<file path="src/rtl/div_int32_seq_pkg.sv">
// div_int32_seq_pkg: shared state encoding and sizing helpers for the sequential divider
package div_int32_seq_pkg;

    typedef enum logic [1:0] {IDLE, BUSY, DONE} state_t;

    localparam int DEF_WIDTH = 32;

    // Iteration counter width for a given operand width (at least one bit)
    function automatic int cnt_bits(input int w);
        return (w > 1) ? $clog2(w) : 1;
    endfunction

    localparam int CNT_W = cnt_bits(DEF_WIDTH);

endpackage

</file>
<file path="src/rtl/adder_nbit.sv">
// adder_nbit: N-bit ripple adder with carry in/out
module adder_nbit #(
    parameter int N = 8
) (
    input  logic [N-1:0] a,
    input  logic [N-1:0] b,
    input  logic         cin,
    output logic [N-1:0] sum,
    output logic         cout
);

    assign {cout, sum} = {1'b0, a} + {1'b0, b} + {{N{1'b0}}, cin};

endmodule

</file>
<file path="src/rtl/div_int32_seq_step.sv">
// div_step: one combinational restoring-division step on a shared subtractor
module div_step #(
    parameter int WIDTH = 32
) (
    input  logic [WIDTH-1:0] rem,
    input  logic             dvd_bit,
    input  logic [WIDTH-1:0] divisor,
    output logic [WIDTH-1:0] rem_next,
    output logic             q_bit
);

    logic [WIDTH:0] trial;
    logic           cout;

    adder_nbit #(.N(WIDTH + 1)) u_sub (
        .a    ({rem, dvd_bit}),
        .b    (~{1'b0, divisor}),
        .cin  (1'b1),
        .sum  (trial),
        .cout (cout)
    );

    // No borrow means the trial is non-negative; its top bit is then always clear
    assign q_bit    = cout && !trial[WIDTH];
    assign rem_next = q_bit ? trial[WIDTH-1:0] : {rem[WIDTH-2:0], dvd_bit};

endmodule

</file>
<file path="src/rtl/div_int32_seq.sv">
// div_int32_seq: iterative restoring divider, one quotient bit per cycle, valid/ready on both sides
module div_int32_seq
    import div_int32_seq_pkg::*;
#(
    parameter int WIDTH  = DEF_WIDTH,
    parameter bit SIGNED = 1'b0
) (
    input  logic             clk,
    input  logic             rst,
    input  logic             in_valid,
    output logic             in_ready,
    input  logic [WIDTH-1:0] A,
    input  logic [WIDTH-1:0] B,
    output logic             out_valid,
    input  logic             out_ready,
    output logic [WIDTH-1:0] Q,
    output logic [WIDTH-1:0] R,
    output logic             div_by_zero
);

    localparam int               CW       = cnt_bits(WIDTH);
    localparam logic [CW-1:0]    CNT_LAST = CW'(WIDTH - 1);
    localparam logic [WIDTH-1:0] MOST_NEG = {1'b1, {(WIDTH - 1){1'b0}}};

    state_t           state, state_nx;
    logic [CW-1:0]    cnt;
    logic [WIDTH-1:0] rem, dvd, dsr, mag_a, mag_b, rem_nx, q_raw;
    logic             neg_q, neg_r, sa, sb, ovf, special, accept, q_bit;

    assign sa      = SIGNED && A[WIDTH-1];
    assign sb      = SIGNED && B[WIDTH-1];
    assign mag_a   = sa ? -A : A;
    assign mag_b   = sb ? -B : B;
    assign ovf     = SIGNED && (A == MOST_NEG) && (B == '1);
    assign special = (B == '0) || ovf;
    assign accept  = in_valid && (state == IDLE);
    // dvd shifts the dividend out at the top while quotient bits enter at the bottom
    assign q_raw   = {dvd[WIDTH-2:0], q_bit};

    div_step #(.WIDTH(WIDTH)) u_step (
        .rem      (rem),
        .dvd_bit  (dvd[WIDTH-1]),
        .divisor  (dsr),
        .rem_next (rem_nx),
        .q_bit    (q_bit)
    );

    // State register
    always_ff @(posedge clk or posedge rst) begin
        if (rst) state <= IDLE;
        else     state <= state_nx;
    end

    // Next state and handshake outputs
    always_comb begin
        state_nx  = state;
        in_ready  = 1'b0;
        out_valid = 1'b0;
        case (state)
            IDLE: begin
                in_ready = 1'b1;
                if (in_valid) state_nx = special ? DONE : BUSY;
            end
            BUSY: if (cnt == '0) state_nx = DONE;
            DONE: begin
                out_valid = 1'b1;
                if (out_ready) state_nx = IDLE;
            end
            default: state_nx = IDLE;
        endcase
    end

    // Operand capture, iteration datapath and final sign fixup
    always_ff @(posedge clk or posedge rst) begin
        if (rst) begin
            cnt         <= '0;
            rem         <= '0;
            dvd         <= '0;
            dsr         <= '0;
            neg_q       <= 1'b0;
            neg_r       <= 1'b0;
            Q           <= '0;
            R           <= '0;
            div_by_zero <= 1'b0;
        end else if (accept) begin
            cnt         <= CNT_LAST;
            rem         <= '0;
            dvd         <= mag_a;
            dsr         <= mag_b;
            neg_q       <= sa ^ sb;
            neg_r       <= sa;
            div_by_zero <= (B == '0);
            if (B == '0) begin
                Q <= '1;
                R <= A;
            end else if (ovf) begin
                Q <= A;
                R <= '0;
            end
        end else if (state == BUSY) begin
            rem <= rem_nx;
            dvd <= q_raw;
            cnt <= cnt - 1'b1;
            if (cnt == '0) begin
                Q <= neg_q ? -q_raw : q_raw;
                R <= neg_r ? -rem_nx : rem_nx;
            end
        end
    end

endmodule
</file>
<file path="config.mk">
export PLATFORM = sky130hd
export DESIGN_NAME = div_int32_seq
export DESIGN_NICKNAME = d
export VERILOG_FILES = /design/src/rtl/div_int32_seq_pkg.sv /design/src/rtl/adder_nbit.sv /design/src/rtl/div_int32_seq_step.sv /design/src/rtl/div_int32_seq.sv
export SDC_FILE = /design/constraint.sdc
export NUM_CORES = 1
export LEC_CHECK = 0
export ABC_CLOCK_PERIOD_IN_PS = 6600
export BUFFER_PORTS_ARGS = -buffer_cell sky130_fd_sc_hd__buf_4
export CAP_MARGIN = 15
export CORE_MARGIN = 8
export CORE_UTILIZATION = 54
export DETAILED_ROUTE_END_ITERATION = 6
export PLACE_DENSITY = 0.76
export RECOVER_POWER = 100
export SYNTH_ARGS = -nofsm -noshare
export SYNTH_HDL_FRONTEND = slang
export SYNTH_SLANG_ARGS = --single-unit
</file>
<file path="constraint.sdc">
create_clock -name clk -period 6.6 [get_ports clk]
set_input_delay 0.66 -clock clk [delete_from_list [all_inputs] [get_ports clk]]
set_output_delay 0.66 -clock clk [all_outputs]
set_load 0.01 [all_outputs]
</file>
==> impl_summary.md <==
Floorplanning
The top-level port count is 135. The floorplan step defined a die boundary enclosing roughly 22000 um2. The initial standard-cell utilization of the core is 55.43%. The x dimension of the die is 146.7 um. The placement row count is 47.

Measured along the y axis, the die boundary spans approximately 150 um. In this run the standard cell core region covers ~17000 um2.

Pwr
The fraction of power spent switching nets is 49.26%. The part of the power in the clock network is between 10% and 20%. In this run, flip-flops and latches consume 27.3% of the power. The maximum ir drop on the vdd rail is 0.0002510 V. The cell internal power dissipation is ~3.6 mW.

Dividing total power by cell area gives a power density of 666.4 nW/um2. The combinational share of power is 58.2%. For this design the total switching power over the nets is 3.460 mW. The analysis attributes to cell leakage a power of 4.812 nW.

Yosys
The total standard cell area after synthesis is approximately 9000 um2. Of all cell types, the one taking the most synthesized area is sky130_fd_sc_hd__dfrtp_1. By count the netlist is led by 225 x sky130_fd_sc_hd__nand2_1, 168 x sky130_fd_sc_hd__dfrtp_1, 135 x sky130_fd_sc_hd__o21ai_0.

The cell count after synthesis is 1063. The Yosys warning count is 0. Yosys attributes the largest share of cell area to sky130_fd_sc_hd__dfrtp_1 46%, sky130_fd_sc_hd__nand2_1 9.2%, sky130_fd_sc_hd__o21ai_0 7.3%. Among all flip-flop cells after synthesis, the most frequent one is sky130_fd_sc_hd__dfrtp_1.

The average footprint of a synthesized cell is 8.678 um2. After synthesis the netlist holds a flip-flop and latch count of 168. The share of synthesized area occupied by flip-flops and latches is a little under half. Counting distinct cell types in the post-synthesis netlist gives 66. The number of nets in the synthesized netlist is 1166. The portion of synthesized cell area occupied by the leading cell type is 45.57%.

The dominant cell by count in the synthesized netlist is sky130_fd_sc_hd__nand2_1. The number of enable flip-flop cells after synthesis is 0. The proportion of synthesized flip-flops having asynchronous set or reset is 100.0%.

Placement
The estimated wirelength of the detail-placed design is 19600 um. The global placement routability congestion is between 0.9 and 1. The instance area at placement is 10250 um2. The post-place setup slack is 2810 ps. The number of placed instances with taps included is around 1400. In this run the tool buffered the top-level ports with 134 buffer cells.

Timing
Once routing completed, OpenROAD measured the worst setup slack at around 1700 ps. Setup violations remaining at the end of the flow were counted as 0. Subtracting the final worst setup slack from the clock period gives roughly 5000 ps.

Setup total negative slack on the finished layout was measured at 0 ps. The highest achievable clock rate is 0.2024 GHz. Setup repair after global routing left no endpoint under its margin. Measured against its own limit, the worst slew margin works out to -206.5%. At the pin with the least slew margin, the transition time is 4573 ps. The total count of hold-check failures in the final report is 0.

The clock skew after layout is 13.49 ps. The final-layout worst hold slack is 431.4 ps. After layout, the worst path uses about three quarters of the clock period. The number of pins with negative max-slew slack in the final report was 269.

Min path
The path class of the tightest hold or removal check is input pin to flip-flop. The worst hold path passes through 2 cells.

Worst setup path
The cell with the largest stage delay on the worst path is sky130_fd_sc_hd__and2_0. Walking the worst path, the cells encountered are ha_1 -> fa_1 -> nor2b_1 -> o31a_1 -> a21oi_1 -> a2111oi_0 -> o31a_1 -> nand2b_4 -> and2_0 -> a21oi_1 -> o21ai_0. Data on the critical path arrives at its endpoint at 5280 ps.

The worst register-to-register path has a depth of 11. The critical path contains buffers and inverters numbering 0 combined. Of all nets on the critical path, the largest fanout is 37. The required time of the critical path is 6940 ps. The worst setup path is launched from a flip-flop. The register-to-register setup slack is 1660 ps. The kind of cell adding the most delay to the critical path is simple AND/OR/NAND/NOR gates.

The critical path start-end classification is flip-flop to flip-flop. The worst setup path is captured at a flip-flop. In this run the number of cells on the critical path is 11. For this run, the slowest stage of the critical path takes 1560 ps.

Global route
The first global-routing pass estimated roughly 44000 um of wire. The number of antenna violations at the first check in global routing was 0. For this run the aggregate overflow at the end of global routing stands at 0. The via count of the first global-routing pass came to 7942. The overall track demand over capacity in global routing is ~25%. Entering global routing, the biggest net connects 107 pins.

Clocking
The buffer cell driving the clock tree root is sky130_fd_sc_hd__clkbuf_16. The number of buffers inserted for hold repair after clock tree synthesis is 0. In this run the post-CTS setup repair buffer count came out at 0. The CTS tree is done. Clock-pin slew was measured on the worst setup and hold paths at 70 ps. Counting the buffers created by CTS gives 17. The maximum clock insertion buffer count is 2. The post-cts sizing count is 0. The maximum level of the CTS H-tree is 4. For the worst-skew pair, the clock arrives at the later sink with an insertion delay of 440 ps. The number of clock sinks is 168.

Routing
The starting DRC count in detailed routing is 835. For this block, the routed nets add up to 27340 um of wire. The count of nets left with antenna violations once routing finished came out at 0. The total number of vias is 8331. The total DRC errors in the routed layout is 0. The number of optimization iterations in the first detailed-route pass is 6. Dividing the detail-routed via count by the number of cells gives approximately 6.0. Dividing the detail-routed wire length by the instance count gives 19.71 um.

Finish
The number of antenna diodes in the final layout is 0. The count of placed standard cells in the final layout, fillers left out is 1387. The post-route netlist has about a tenth of its cells at a drive strength greater than 1. The area growth from synthesis to layout is 14.25%. The number of nets in the layout is between 1000 and 1500.

The design area is 10540 um2.

Run status
The checks that failed: max-capacitance violations, max-slew violations. The flow ran to the end, but the final reports show violations.

Job
The tool flagged a number of max-cap violations equal to 4.
==> registers in the layout, indices dropped and copies added (netlist names) <==
signal / count
Q: 32
R: 32
cnt: 5
div_by_zero: 1
dsr: 32
dvd: 32
rem: 32
state: 2
==> final cells by class <==
class                   count  area (um2)
fillers                  1513        6102
multi-input cells         782        4498
flip-flops and latches    168        4204
repair buffers            143       803.3
clock buffers              18       439.2
well taps                 220       275.3
inverters                  43       162.7
clock inverters            13       157.7
==> layout by cell type (no fill, tap or decap), types with 9 or more instances in the layout <==
cell / n
sky130_fd_sc_hd__nor3_1: 14
sky130_fd_sc_hd__a21o_1: 10
sky130_fd_sc_hd__or3_1: 9
sky130_fd_sc_hd__nor4_1: 11
sky130_fd_sc_hd__xnor2_1: 19
sky130_fd_sc_hd__o21ai_0: 136
sky130_fd_sc_hd__dfrtp_1: 168
sky130_fd_sc_hd__ha_1: 34
sky130_fd_sc_hd__a31oi_1: 22
sky130_fd_sc_hd__a311oi_1: 9
sky130_fd_sc_hd__inv_1: 42
sky130_fd_sc_hd__clkbuf_1: 72
sky130_fd_sc_hd__nor2_1: 31
sky130_fd_sc_hd__xor2_1: 13
sky130_fd_sc_hd__and3_1: 19
sky130_fd_sc_hd__clkbuf_16: 17
sky130_fd_sc_hd__a22oi_1: 31
sky130_fd_sc_hd__nand2b_1: 9
sky130_fd_sc_hd__nand3_1: 13
sky130_fd_sc_hd__buf_4: 70
sky130_fd_sc_hd__a21oi_1: 93
sky130_fd_sc_hd__o21a_1: 10
sky130_fd_sc_hd__nand2_1: 225
==> per-layer routing <==
layer,GRT usage (%),wire length (um)
met3,5.221,2065
met5,0,0
met4,8.707,679
met2,38.96,12340
met1,35.38,12260
==> cells by family after synthesis <==
logic type,Yosys count,share of synthesized area [%]
and+or+nand+nor,358,17.39
AOI/OAI and AO/OA,350,22.84
DFF,168,45.57
buffers and inverters,113,5.574
adders and majority gates,35,4.828
xor gates and xnor gates,32,3.038
muxes,7,0.7596
==> power groups by stage <==
stage | Sequential, mW | Clock (mW) | Combinational, mW
detailed placement | 1.92 | 0 | 4.17
floorplan | 1.87 | 0 | 3.09
global placement | 1.91 | 0 | 4.14
global route | 1.97 | 1.07 | 4.52
finish | 1.92 | 1.02 | 4.09
CTS | 1.91 | 1.03 | 4.21
==> worst paths after layout <==
check,startpoint,endpoint
max in group asynchronous,rst,rem[20]
worst max register to register,dsr[0],R[1]
min in group asynchronous,rst,Q[3]
worst min-delay path,out_ready,state[1]
worst min register to register,Q[5],Q[5]
worst max-delay path,dsr[0],R[1]
==> per-stage QoR <==
stage	power, mW	utilization, %
floorplan	4.961	-
global placement	6.056	61.57
detailed placement	6.097	61.57
CTS	7.150	65.15
global route	7.569	63.33
finish	7.024	63.33
Note: power is estimated with default switching activity, not from simulation.
